===== src/rtl/byte_negate_serial.sv =====
// Serial +1 finishing stage for two's-complement negation: takes ~x, returns -x
// with carry/ovf. Optional overflow flag enabled by defining NEG_OVF_EN.
module byte_negate_serial #(
   parameter int BITS_PER_CYCLE = 1
) (
   input  logic       clk,
   input  logic       rst_n,
   input  logic       in_valid,
   output logic       in_ready,
   input  logic [7:0] in0,
   output logic       out_valid,
   input  logic       out_ready,
   output logic [7:0] out,
   output logic       carry,
   output logic       ovf
);
   localparam int B = BITS_PER_CYCLE;
   localparam int N = 8 / B;
   localparam logic [2:0] LAST = 3'(N - 1);

   generate
      if (!(B == 1 || B == 2 || B == 4 || B == 8)) begin : g_bad_bpc
         $error("BITS_PER_CYCLE must be 1, 2, 4 or 8");
      end
   endgenerate

   typedef enum logic [1:0] {IDLE, RUN, DONE} state_t;

   state_t     state_q;
   logic [7:0] opnd_q;
   logic [7:0] acc_q;
   logic [7:0] acc_d;
   logic [7:0] out_q;
   logic [2:0] idx_q;
   logic       cy_q;
   logic       carry_q;
   logic [B:0] sum;

   // One slice of the ripple add; acc_d merges it into the working result.
   always_comb begin
      sum   = {1'b0, opnd_q[idx_q*B +: B]} + {{B{1'b0}}, cy_q};
      acc_d = acc_q;
      acc_d[idx_q*B +: B] = sum[B-1:0];
   end

`ifdef NEG_OVF_EN
   logic ovf_q;
`endif

   always_ff @(posedge clk) begin
      if (!rst_n) begin
         state_q <= IDLE;
         opnd_q  <= 8'h00;
         acc_q   <= 8'h00;
         idx_q   <= 3'd0;
         cy_q    <= 1'b0;
         out_q   <= 8'h00;
         carry_q <= 1'b0;
`ifdef NEG_OVF_EN
         ovf_q   <= 1'b0;
`endif
      end else begin
         case (state_q)
            IDLE: if (in_valid) begin
               opnd_q  <= in0;
               acc_q   <= 8'h00;
               cy_q    <= 1'b1;
               idx_q   <= 3'd0;
               state_q <= RUN;
            end
            RUN: begin
               acc_q <= acc_d;
               cy_q  <= sum[B];
               idx_q <= idx_q + 3'd1;
               // Output registers load only on completion so they hold across IDLE/RUN.
               if (idx_q == LAST) begin
                  state_q <= DONE;
                  out_q   <= acc_d;
                  carry_q <= sum[B];
`ifdef NEG_OVF_EN
                  ovf_q   <= (acc_d == 8'h80) && (opnd_q == 8'h7F);
`endif
               end
            end
            DONE: if (out_ready) state_q <= IDLE;
            default: state_q <= IDLE;
         endcase
      end
   end

   assign in_ready  = (state_q == IDLE);
   assign out_valid = (state_q == DONE);
   assign out       = out_q;
   assign carry     = carry_q;
`ifdef NEG_OVF_EN
   assign ovf = ovf_q;
`else
   assign ovf = 1'b0;
`endif

endmodule

===== config.mk =====
export PLATFORM = sky130hd
export DESIGN_NAME = byte_negate_serial
export DESIGN_NICKNAME = d
export VERILOG_FILES = /design/src/rtl/byte_negate_serial.sv
export SDC_FILE = /design/constraint.sdc
export NUM_CORES = 1
export LEC_CHECK = 0
export CAP_MARGIN = 40
export CORE_AREA = 2 2 56 58
export CTS_CLUSTER_DIAMETER = 100
export DETAILED_ROUTE_END_ITERATION = 7
export DIE_AREA = 0 0 58 60
export GPL_TIMING_DRIVEN = 0
export PLACE_DENSITY_LB_ADDON = 0.08
export SYNTH_ARGS = -nofsm -noshare
export SYNTH_HDL_FRONTEND = slang
export SYNTH_SLANG_ARGS = --single-unit

===== constraint.sdc =====
create_clock -name clk -period 5.6 [get_ports clk]
set_input_delay 1.12 -clock clk [delete_from_list [all_inputs] [get_ports clk]]
set_output_delay 1.12 -clock clk [all_outputs]
set_load 0.02 [all_outputs]

==> qor.txt, run 1 <==
Post-synthesis instance area: 1580 sq um
Die area: 3480 sq um
Starting DRT DRC Count: 61
Worst clock skew on the final layout: 1.77 ps
Crit path time final: 2660 ps
Final setup violation count: 0
Synth unique cells: 39
Maximum achievable frequency: 376 MHz
Antenna violations before repair: 0
Longest Clk Path Bufs: 2
Leftover overflow at the end of global routing: 0
Layout cells sized above 1: 9.59%
Total I/O pin count: 24
Antenna diode instance count: 0
Root buffer selected by CTS: sky130_fd_sc_hd__clkbuf_4
Gates resized, CTS repair: 0
Via count of the first global-routing pass: 1447
Switching part of the total power: 26.9%
Nets: 238
Sequential element share of the synthesized area: 39.4%
Areal power density over the cells: 236 nW/um^2
Post-cts hold buffer count: 0
Detail Route Antenna Nets: 0
Clock latency at the later pin of the worst-skew pair: 340 ps
Area overhead of the layout relative to synthesis: 20.6%
Total wire length: 3570 um
Count of final max-slew check failures: 0
Average cell area after synthesis: 8.30 sq um
Maximum number of pins on one net before global-route repair: 11
Post-detailed-placement cell area: 1830 sq um
Via count of the routed design: 1430
Period utilisation layout: 47.5%
Core Rows: 20
Initial core utilization: 54.3%
Overall die height: 60 um
Part of the total power dissipated in the clock network: 33.8%
Via/cell ratio: 5.67
Flop pwr share: 51.5%
Cells taking the most area after synthesis: sky130_fd_sc_hd__dfxtp_1, sky130_fd_sc_hd__nand2_1, sky130_fd_sc_hd__ha_1
Combinational share of power: 14.7%
Startpoint type of the worst setup path: flop
Hold WC Path Type: reg -> reg
Critical-path maximum fanout: 6
Layout fillers: 248
Leakage power figure: 0.755 nW
Count of H-tree levels built during CTS: 2
Largest area contributor in the synthesized netlist: sky130_fd_sc_hd__dfxtp_1
Routability-driven placement congestion ratio: 0.844
Power dissipated by switching net loads: 0.120 mW
Wire length of the first global-routing pass: 6360 um
TritonCTS buffer count: 5
Endpoint required time on the critical path: 4480 ps
Total power: 0.448 mW
Half-perimeter wire length after placement: 2740 um
Per-cell routed wire length: 14.2 um
Maximum single-stage delay on the critical path: 610 ps
Final instance area: 1900 sq um
Final count of hold timing violations: 0
CTS tree: yes
Setup repair after global routing missed its margin: no
Crit-path cells: nor2b_1 > clkdlybuf4s50_1
Internal: 0.328 mW
Category of the most critical setup path: reg -> out
Clock Pin Slew Worst Setup and Hold Paths: 90 ps
Syn. warnings: 0
Slowest CP cell: sky130_fd_sc_hd__clkdlybuf4s50_1
Horizontal die dimension: 58 um
Worst supply voltage drop on vdd: 0.156 mV
DRT Pass-1 Iters: 4
Total GRT Usage: 24.4%
Critical path arrival: 1540 ps
Area share of the leading cell type in the synthesized netlist: 39.4%
Final total negative setup slack: 0 ps
Count of buffers from port buffering: 21
Element type at the critical path end: output pin
Number of maximum-capacitance constraint violations: 0
# DRC: 0
Flop and latch count out of synthesis: 31
Cell count after synthesis: 190
Outcome: finished, final reports clean
Num Clock Sinks: 31
Post-CTS Setup Repair Bufs: 0
Post-Syn Nets: 210
Placeable core area: 2900 sq um
## cells in the mapped netlist
cell type / instances
sky130_fd_sc_hd__conb_1: 1
sky130_fd_sc_hd__buf_6: 1
sky130_fd_sc_hd__buf_2: 4
sky130_fd_sc_hd__or2b_1: 1
sky130_fd_sc_hd__a221oi_1: 4
sky130_fd_sc_hd__mux4_2: 2
sky130_fd_sc_hd__and4_1: 2
sky130_fd_sc_hd__and2_1: 3
sky130_fd_sc_hd__o21a_1: 1
sky130_fd_sc_hd__or3_1: 1
sky130_fd_sc_hd__nand3_1: 13
sky130_fd_sc_hd__a32oi_1: 3
sky130_fd_sc_hd__o31ai_1: 1
sky130_fd_sc_hd__buf_4: 2
sky130_fd_sc_hd__and3_4: 1
sky130_fd_sc_hd__or3b_1: 1
sky130_fd_sc_hd__nor3_1: 3
sky130_fd_sc_hd__a21oi_1: 4
sky130_fd_sc_hd__clkbuf_1: 6
sky130_fd_sc_hd__a21boi_0: 12
sky130_fd_sc_hd__o21ai_0: 11
sky130_fd_sc_hd__nor2b_1: 6
sky130_fd_sc_hd__a21oi_2: 1
sky130_fd_sc_hd__o22ai_1: 1
sky130_fd_sc_hd__dfxtp_1: 31
sky130_fd_sc_hd__and2_2: 1
sky130_fd_sc_hd__nand4_1: 4
sky130_fd_sc_hd__mux2i_1: 1
sky130_fd_sc_hd__and3_1: 1
sky130_fd_sc_hd__nand3b_1: 1
sky130_fd_sc_hd__nand2_1: 38
sky130_fd_sc_hd__or2_2: 1
sky130_fd_sc_hd__nor2_1: 8
sky130_fd_sc_hd__inv_1: 5
sky130_fd_sc_hd__ha_1: 8
sky130_fd_sc_hd__o2111ai_1: 1
sky130_fd_sc_hd__o21ai_1: 2
sky130_fd_sc_hd__a311oi_1: 1
sky130_fd_sc_hd__a31oi_1: 2
## final cells by class
class	count	area [sq um]	area share, %
Buffer	13	68.8	3.62
Clock buffer	7	65.1	3.42
Timing Repair Buffer	21	210	11.1
Inverter	5	18.8	0.987
Multi-Input combinational cell	141	868	45.7
Sequential cell	31	621	32.7
Tap cell	33	41.3	2.17
Clock inverter	1	7.51	0.395
## state kept, by name, indices dropped and copies added, names as in the netlist
register / count
state_q: 2
cy_q: 1
acc_q: 8
carry: 1
opnd_q: 8
idx_q: 3
out: 8
## power by group through the flow
stage	clock, mW	combinational [mW]	sequential, mW
global route	0.163	0.0730	0.232
global placement	0	0.0631	0.235
CTS	0.156	0.0655	0.231
floorplan	0	0.0461	0.234
finish	0.152	0.0658	0.231
detailed placement	0	0.0655	0.236
## path summary, 6_finish.rpt
path | from | to | slack (ps) | cells past startpoint
min | acc_q[7] | acc_q[7] | 470 | 2
min reg2reg | acc_q[7] | acc_q[7] | 470 | 2
max reg2reg | idx_q[0] | out[6] | 3070 | 9
max | state_q[1] | out_valid | 2940 | 2
## layout by cell type, fill, tap and decap left out, types with 5 or more instances in the layout
master / n
sky130_fd_sc_hd__a21boi_0: 12
sky130_fd_sc_hd__clkbuf_1: 6
sky130_fd_sc_hd__clkbuf_4: 5
sky130_fd_sc_hd__clkdlybuf4s50_1: 21
sky130_fd_sc_hd__dfxtp_1: 31
sky130_fd_sc_hd__ha_1: 8
sky130_fd_sc_hd__inv_1: 5
sky130_fd_sc_hd__nand2_1: 38
sky130_fd_sc_hd__nand3_1: 13
sky130_fd_sc_hd__nor2_1: 8
sky130_fd_sc_hd__nor2b_1: 6
sky130_fd_sc_hd__o21ai_0: 11
## cells by family after synthesis
group           after synthesis  synth area share (%)
fa+ha+maj                     8                  6.35
buf+inv                      18                  5.56
compound gates               44                  18.8
mux                           3                  3.49
other cells                   1                 0.238
flops                        31                  39.4
simple gates                 85                  26.2
## metrics by stage
stage	instances	setup slack [ps]	hold slack [ps]	utilization [%]
floorplan	190	3410	426	-
global placement	244	2930	445	63.0
detailed placement	244	2880	454	63.0
CTS	252	2930	469	65.5
global route	252	2850	495	65.5
finish	252	2940	475	65.5
## worst max-delay path, delay by kind of cell, from the launching register on
family,cells,cell delay [ps]
flops,1,420
simple gates,1,170
buf+inv,1,610
## routing by layer
layer | vias to the layer above | part of all wire, % | GRT usage (%)
met1 | 663 | 41 | 28.2
li1 | 721 | - | -
met5 | - | 0 | 0
met3 | 8 | 5.0 | 4.11
met2 | 38 | 51 | 42.9
met4 | 0 | 2.1 | 13.6
No activity file was read; power rests on OpenSTA's default activity.
==> run 2, diff against run 1 <==
--- a/config.mk
+++ b/config.mk
@@ -6,10 +6,10 @@
 export NUM_CORES = 1
 export LEC_CHECK = 0
 export CAP_MARGIN = 40
-export CORE_AREA = 2 2 56 58
+export CORE_AREA = 2 2 58 60
 export CTS_CLUSTER_DIAMETER = 100
 export DETAILED_ROUTE_END_ITERATION = 7
-export DIE_AREA = 0 0 58 60
+export DIE_AREA = 0 0 60 62
 export GPL_TIMING_DRIVEN = 0
 export PLACE_DENSITY_LB_ADDON = 0.08
 export SYNTH_ARGS = -nofsm -noshare
==> constraint.sdc (replaced) <==
create_clock -name clk -period 2.5 [get_ports clk]
set_input_delay 0.5 -clock clk [delete_from_list [all_inputs] [get_ports clk]]
set_output_delay 0.5 -clock clk [all_outputs]
set_load 0.02 [all_outputs]
==> qor.txt, run 2 (same netlist as run 1, synthesis figures left out) <==
# DRC: 0
Critical path arrival: 2590 ps
Placeable core area: 3180 sq um
Hold WC Path Type: reg -> reg
Starting DRT DRC Count: 101
Internal: 0.809 mW
Worst supply voltage drop on vdd: 0.328 mV
Area overhead of the layout relative to synthesis: 22.9%
Total wire length: 3510 um
Footprint of the flip-flops and latches: 622 sq um
Power dissipated by switching net loads: 0.275 mW
Post-detailed-placement cell area: 1840 sq um
Critical R2R Launch: idx_q[0]
Worst hold slack after final layout: 464 ps
Via/cell ratio: 5.49
Leftover overflow at the end of global routing: 0
Areal power density over the cells: 559 nW/um^2
Layout fillers: 295
Critical-path maximum fanout: 9
Maximum achievable frequency: 425 MHz
Clock Pin Slew Worst Setup and Hold Paths: 100 ps
Per-cell routed wire length: 13.2 um
Multi-input gate area: 871 sq um
Via count of the first global-routing pass: 1356
Total I/O pin count: 24
Count of H-tree levels built during CTS: 2
Clock latency at the later pin of the worst-skew pair: 340 ps
Detail Route Antenna Nets: 0
Number of maximum-capacitance constraint violations: 0
Core Rows: 21
Antenna violations before repair: 0
Final total negative setup slack: 0 ps
Routability-driven placement congestion ratio: 0.894
Combinational share of power: 13.7%
Overall die height: 62 um
Count of final max-slew check failures: 0
Num Clock Sinks: 31
Category of the most critical setup path: reg -> reg
Total power: 1.08 mW
Maximum number of pins on one net before global-route repair: 11
Final setup margin: 147 ps
DRT Pass-1 Iters: 5
Endpoint required time on the critical path: 2740 ps
Antenna diode instance count: 0
CTS tree: yes
Post-CTS Setup Repair Bufs: 0
Period utilisation layout: 94.1%
Worst hold start: opnd_q[3]
Half-perimeter wire length after placement: 2610 um
Crit path time final: 2350 ps
Count of buffers from port buffering: 21
Die area: 3720 sq um
Startpoint type of the worst setup path: flop
Most common cell after layout, fill and taps aside: sky130_fd_sc_hd__nand2_1
Gates resized, CTS repair: 0
Worst clock skew on the final layout: 10.2 ps
Origin of the worst setup path: idx_q[0]
Layout cells sized above 1: 11.0%
TritonCTS buffer count: 5
Final count of hold timing violations: 0
Post-cts hold buffer count: 0
Initial core utilization: 49.6%
Leakage power figure: 0.770 nW
Flop pwr share: 47.7%
Nets: 238
Horizontal die dimension: 60 um
Outcome: finished, final reports clean
Part of the total power dissipated in the clock network: 38.6%
Root buffer selected by CTS: sky130_fd_sc_hd__clkbuf_4
Longest Clk Path Bufs: 2
Setup repair after global routing missed its margin: no
Element type at the critical path end: flop
Total GRT Usage: 21.5%
Final setup violation count: 0
Post-Place Setup Slack: 35.8 ps
Wire length of the first global-routing pass: 5870 um
Final instance area: 1940 sq um
Switching part of the total power: 25.4%
Most frequent cells in the layout: sky130_fd_sc_hd__nand2_1, sky130_fd_sc_hd__dfxtp_1, sky130_fd_sc_hd__clkdlybuf4s50_1
Via count of the routed design: 1454
[run 2: layout make-up]
cell class,count,area share (%)
inverters,5,0.968
flip-flops and latches,31,32.1
plain buffers,13,3.74
well taps,46,2.97
repair buffers,21,10.8
clock buffers,6,2.65
clock inverters,2,1.81
multi-input cells,141,44.9
[run 2: per-layer routing]
| layer | share of wire (%) | GRT usage, % | vias up | routed length (um) |
|---|---|---|---|---|
| li1 | - | - | 726 | - |
| met1 | 44 | 24.9 | 682 | 1530 |
| met2 | 50 | 37.9 | 38 | 1760 |
| met3 | 3.7 | 3.73 | 8 | 131 |
| met4 | 2.5 | 11.7 | 0 | 88 |
| met5 | 0 | 0 | - | 0 |
[run 2: final timing paths]
kind	end	slack (ps)	cells past startpoint
worst min register to register	opnd_q[3]	460	2
worst max-delay path	out[6]	150	9
worst min-delay path	opnd_q[3]	460	2
worst max register to register	out[6]	150	9
[run 2: metrics by stage]
stage                     instances  utilization (%)
after floorplan                 190                -
after global placement          257             58.0
after detailed placement        257             58.0
after CTS                       265             60.7
after global routing            265             61.0
final                           265             61.0
[run 2: power by group through the flow]
stage                     Clock [mW]  Sequential [mW]  Combinational [mW]
after floorplan                    0            0.525               0.103
after global placement             0            0.527               0.143
after detailed placement           0            0.528               0.146
after CTS                      0.421            0.517               0.147
after global routing           0.447            0.519               0.168
final                          0.418            0.517               0.149
[run 2: worst max-delay path, stage by stage (launching register included)]
cell and delay, ps:
sky130_fd_sc_hd__dfxtp_2 380, sky130_fd_sc_hd__buf_4 180, sky130_fd_sc_hd__mux4_2 500, sky130_fd_sc_hd__nand2_1 80, sky130_fd_sc_hd__nand2_1 50, sky130_fd_sc_hd__ha_1 330
sky130_fd_sc_hd__nor2b_2 190, sky130_fd_sc_hd__and3_1 210, sky130_fd_sc_hd__a32oi_1 240, sky130_fd_sc_hd__a21oi_1 100
